===== src/rtl/alu_cmd_sequencer.sv =====
// alu_cmd_sequencer: buffers ALU commands, issues one at a time and returns each result with its opcode; `define ALU_SEQ_DROP_CNT_EN adds o_drop_cnt
module alu_cmd_sequencer #(
  parameter int N = 2,
  parameter int M = 4,
  parameter int DEPTH = 4
) (
  input  logic                     i_clk,
  input  logic                     i_reset,
  input  logic                     i_cmd_valid,
  output logic                     o_cmd_ready,
  input  logic [N-1:0]             i_cmd_op,
  input  logic [M-1:0]             i_cmd_a,
  input  logic [M-1:0]             i_cmd_b,
  output logic [N-1:0]             o_alu_op,
  output logic [M-1:0]             o_alu_arg_A,
  output logic [M-1:0]             o_alu_arg_B,
  input  logic [M-1:0]             i_alu_result,
  output logic                     o_rsp_valid,
  input  logic                     i_rsp_ready,
  output logic [N-1:0]             o_rsp_op,
  output logic [M-1:0]             o_rsp_result,
  output logic [$clog2(DEPTH):0]   o_count
`ifdef ALU_SEQ_DROP_CNT_EN
  ,
  output logic [7:0]               o_drop_cnt
`endif
);
  localparam int AW = $clog2(DEPTH);
  localparam int CW = AW + 1;
  typedef enum logic [1:0] {IDLE, ISSUE, CAPTURE, RESP} state_t;
  state_t state_q, state_d;
  logic [N+2*M-1:0] mem_q [DEPTH];
  logic [AW-1:0] wr_q, wr_d, rd_q, rd_d;
  logic [CW-1:0] count_q, count_d;
  logic rsp_valid_q, rsp_valid_d;
  logic [N-1:0] rsp_op_q, rsp_op_d, alu_op_q, alu_op_d;
  logic [M-1:0] rsp_result_q, rsp_result_d, alu_a_q, alu_a_d, alu_b_q, alu_b_d;
  logic push, pop, rsp_hs;
  assign o_cmd_ready = count_q != CW'(DEPTH);
  assign o_count = count_q;
  assign o_alu_op = alu_op_q;
  assign o_alu_arg_A = alu_a_q;
  assign o_alu_arg_B = alu_b_q;
  assign o_rsp_valid = rsp_valid_q;
  assign o_rsp_op = rsp_op_q;
  assign o_rsp_result = rsp_result_q;
  always_comb begin
    push = i_cmd_valid && o_cmd_ready;
    rsp_hs = state_q == RESP && i_rsp_ready;
    pop = count_q != '0 && (state_q == IDLE || rsp_hs);
    state_d = pop ? ISSUE : state_q == ISSUE ? CAPTURE : state_q == CAPTURE ? RESP : rsp_hs ? IDLE : state_q;
    wr_d = wr_q + AW'(push);
    rd_d = rd_q + AW'(pop);
    count_d = count_q + CW'(push) - CW'(pop);
    {alu_op_d, alu_a_d, alu_b_d} = pop ? mem_q[rd_q] : {alu_op_q, alu_a_q, alu_b_q};
    rsp_valid_d = state_q == CAPTURE || (rsp_valid_q && !rsp_hs);
    rsp_op_d = state_q == CAPTURE ? alu_op_q : rsp_op_q;
    rsp_result_d = state_q == CAPTURE ? i_alu_result : rsp_result_q;
  end
  always_ff @(posedge i_clk) begin
    if (push) mem_q[wr_q] <= {i_cmd_op, i_cmd_a, i_cmd_b};
  end
  always_ff @(posedge i_clk) begin
    if (i_reset) begin
      state_q <= IDLE;
      wr_q <= '0;
      rd_q <= '0;
      count_q <= '0;
      rsp_valid_q <= 1'b0;
      rsp_op_q <= '0;
      rsp_result_q <= '0;
      alu_op_q <= '0;
      alu_a_q <= '0;
      alu_b_q <= '0;
    end else begin
      state_q <= state_d;
      wr_q <= wr_d;
      rd_q <= rd_d;
      count_q <= count_d;
      rsp_valid_q <= rsp_valid_d;
      rsp_op_q <= rsp_op_d;
      rsp_result_q <= rsp_result_d;
      alu_op_q <= alu_op_d;
      alu_a_q <= alu_a_d;
      alu_b_q <= alu_b_d;
    end
  end
`ifdef ALU_SEQ_DROP_CNT_EN
  logic [7:0] drop_q, drop_d;
  assign o_drop_cnt = drop_q;
  always_comb begin
    drop_d = (i_cmd_valid && !o_cmd_ready && drop_q != 8'hFF) ? drop_q + 8'd1 : drop_q;
  end
  always_ff @(posedge i_clk) begin
    if (i_reset) drop_q <= '0;
    else drop_q <= drop_d;
  end
`endif
endmodule

===== config.mk =====
export PLATFORM = sky130hd
export DESIGN_NAME = alu_cmd_sequencer
export DESIGN_NICKNAME = d
export VERILOG_FILES = /design/src/rtl/alu_cmd_sequencer.sv
export SDC_FILE = /design/constraint.sdc
export NUM_CORES = 1
export LEC_CHECK = 0
export BUFFER_PORTS_ARGS = -buffer_cell sky130_fd_sc_hd__buf_2
export CORE_MARGIN = 2
export CORE_UTILIZATION = 45
export DETAILED_ROUTE_END_ITERATION = 12
export GPL_TIMING_DRIVEN = 0
export MAX_ROUTING_LAYER = met4
export PLACE_DENSITY = 0.65
export SKIP_LAST_GASP = 1
export SYNTH_ARGS = -nofsm -noshare
export SYNTH_HDL_FRONTEND = slang
export SYNTH_SLANG_ARGS = --single-unit

===== constraint.sdc =====
create_clock -name i_clk -period 2.4 [get_ports i_clk]
set_input_delay 0.24 -clock i_clk [delete_from_list [all_inputs] [get_ports i_clk]]
set_output_delay 0.24 -clock i_clk [all_outputs]
set_load 0.05 [all_outputs]

==> flow_summary.toml <==
[detailed_routing]
viasPerCell = 5.02
wl_per_cell_um = 14.6
vias = 1500
wirelength_um = 4360
drt-initial-drc-count = 47
drtPass1Iterations = 4
ant_nets = 0
drc_errors = 0

[place]
io_buffers = 37
place_area_um2 = 2880
dp_hpwl_um = 3000
place_ws_ns = -0.00700
gp_congestion = 0.699

[yosys]
syn-cell-area_um2 = 2590
synthCells = 173
synth_seq_cells = 66
postSynthAreaPerCell_um2 = 14.9
synth_top_area_frac = 0.464
synth.distinct_cells = 30
syn_nets = 200
yosysSeqAreaShare = 0.666
synth_warnings = 0
synth_area_leader_cell = "edfxtp_1"
synth.top_cells.by_area = "edfxtp_1, dfxtp_1, mux4_2, mux4_1, ha_1"

[clocking]
insertion_delay_ns = 0.33
path_clk_slew_ns = 0.07
tritoncts = "built"
root_buffer = "clkbuf_8"
numCtsBuffers = 9
htreeDepth = 3
cts_buffer_depth = 2
cts_sinks = 66

[grt]
grt_max_degree = 11
grt_usage = 0.161
antenna_found_initial = 0
grt_pass1_vias = 1474
grt_overflow = 0
grt_pass1_wl_um = 7200

[sta]
setup_viol = 0
drv_slew = 0
worst_pin_slew_ns = 0.914
fin_skew_ns = 0.00801
fin_crit_ns = 2.25
relSlewSlack = 0.387
finalCritPeriodShare = 0.939
worst_slack_ns = 0.147
clock.fmax_ghz = 0.444
hold_viol = 0

[setup_path]
end_kind = "flop"
crit_type = "reg -> reg"
worstPathRequired_ns = 2.60
crit_arrival_ns = 2.46
cp-start-kind = "flop"
crit_fanout = 4

[cells_and_area]
postLayoutCellArea_um2 = 3120
finalNetCount = 249
area_growth_pct = 20.7
drive_above_1_share = 0.357
num_antenna_cells = 0

[status]
status = "finished clean"

[floorplanning]
pin_count = 39
die_y_um = 79.8
core_um2 = 5540
die_x_um = 79.8
core.rowCount = 27
dieArea_um2 = 6370
initial_utilization = 0.467

[run]
drv_cap = 0

[power_and_ir_drop]
power.leakage_nw = 1.19
power_density_nw_per_um2 = 1240
ir_drop_v = 0.000516
power_mw = 3.88

[min_path]
min_path_type = "in -> reg"
[what timing repair did]
item,4_1_cts,5_1_grt
setup endpoints to repair,1,1
hold buffers,0,0
pin swaps,0,3
gates resized for setup,1,10
setup buffers,0,1
[per-stage QoR]
step                hold slack [ns]  utilization  setup TNS [ns]  instances
finish                        0.124        0.563               0        299
CTS                           0.103        0.558               0        298
global route                  0.109        0.563         -0.0128        299
global placement              0.457        0.518          -0.342        282
detailed placement            0.457        0.520        -0.00700        282
floorplan                     0.339            -               0        173
[synth_stat cells]
library cell and n:
clkbuf_1 4, xnor2_1 2, or3_1 1, nand2_1 2, edfxtp_1 40, nor2b_1 3, inv_2 1, mux4_2 6
a211oi_1 1, a21oi_1 14, nor3_2 1, mux4_1 4, a21o_1 1, ha_1 8, fa_1 1, nand2_4 1
buf_6 1, and2_1 1, nand3_1 10, nor3b_1 2, or3b_4 1, nor2_1 11, dfxtp_1 26, xor2_1 1
o21ai_0 10, nor3_1 3, inv_1 5, and3_1 1, mux2i_1 8, buf_2 3
[per-layer routing]
layer	GRT usage	share of wire	wire (µm)	vias to the layer above
met5	-	0	0	-
met4	0.0661	0.013	57	0
met3	0.0520	0.049	215	5
met2	0.247	0.49	2130	40
met1	0.198	0.45	1960	710
li1	-	-	-	745
[path summary, 6_finish.rpt]
path | to | startpoint | cells past startpoint | slack, ns
worst max register to register | o_count[2] | state_q[0] | 13 | 0.15
worst min-delay path | mem_q[2][5] | i_cmd_a[1] | 1 | 0.12
worst min register to register | o_alu_arg_B[3] | o_alu_arg_B[3] | 2 | 0.48
worst max-delay path | o_count[2] | state_q[0] | 13 | 0.15
[cell usage in the layout, fill, tap and decap left out, types with 2 or more instances in the layout]
master	instances
buf_2	40
edfxtp_1	40
dfxtp_1	21
a21oi_1	14
nor2_1	11
nand3_1	10
o21ai_0	10
clkbuf_8	10
clkbuf_1	8
mux2i_1	8
mux4_2	6
ha_1	6
inv_2	4
mux4_1	4
dfxtp_2	4
nor3_2	3
nor2b_1	3
inv_1	2
nor3b_2	2
xnor2_1	2
ha_2	2
[kinds of logic after synthesis]
group / Yosys count / synth area share
AOI/OAI and AO/OA: 26 / 0.0523
adders and majority gates: 9 / 0.0464
DFF: 66 / 0.666
buffers and inverters: 14 / 0.0247
muxes: 18 / 0.124
xor gates and xnor gates: 3 / 0.0102
and+or+nand+nor: 37 / 0.0769
[layout make-up]
class	instances	area [µm²]
inverter	6	22.5
fill	473	2420
buffer	8	41.3
multi-input combinational	93	836
sequential	66	1730
tap	72	90.1
clock buffer	15	178
clock inverter	1	30.0
timing repair buffer	38	193
[state kept, by name (all words and copies together), names as in the netlist]
| name | count |
|---|---|
| mem_q | 40 |
| o_alu_op | 2 |
| o_count | 3 |
| rd_q | 2 |
| wr_q | 2 |
| o_alu_arg_A | 4 |
| o_rsp_op | 2 |
| o_rsp_result | 4 |
| o_alu_arg_B | 4 |
| o_rsp_valid | 1 |
| state_q | 2 |
[critical path: stages (launching register included)]
cell and delay (ns):
dfxtp_2 0.37, inv_2 0.05, ha_2 0.19, a21o_1 0.17, nand2_2 0.07, inv_2 0.05
ha_1 0.28, inv_1 0.05, ha_1 0.13, inv_1 0.05, fa_2 0.33, xor2_1 0.18
and2_1 0.16, nor3_2 0.04
[power by group]
part / switching (mW) / internal [mW] / total [mW] / leakage [nW]
registers: 0.117 / 1.43 / 1.54 / 0.581
clock network: 0.376 / 0.574 / 0.950 / 0.103
logic: 0.886 / 0.500 / 1.39 / 0.503
total: 1.38 / 2.50 / 3.88 / 1.19
Power figures use the tool's default switching activity.
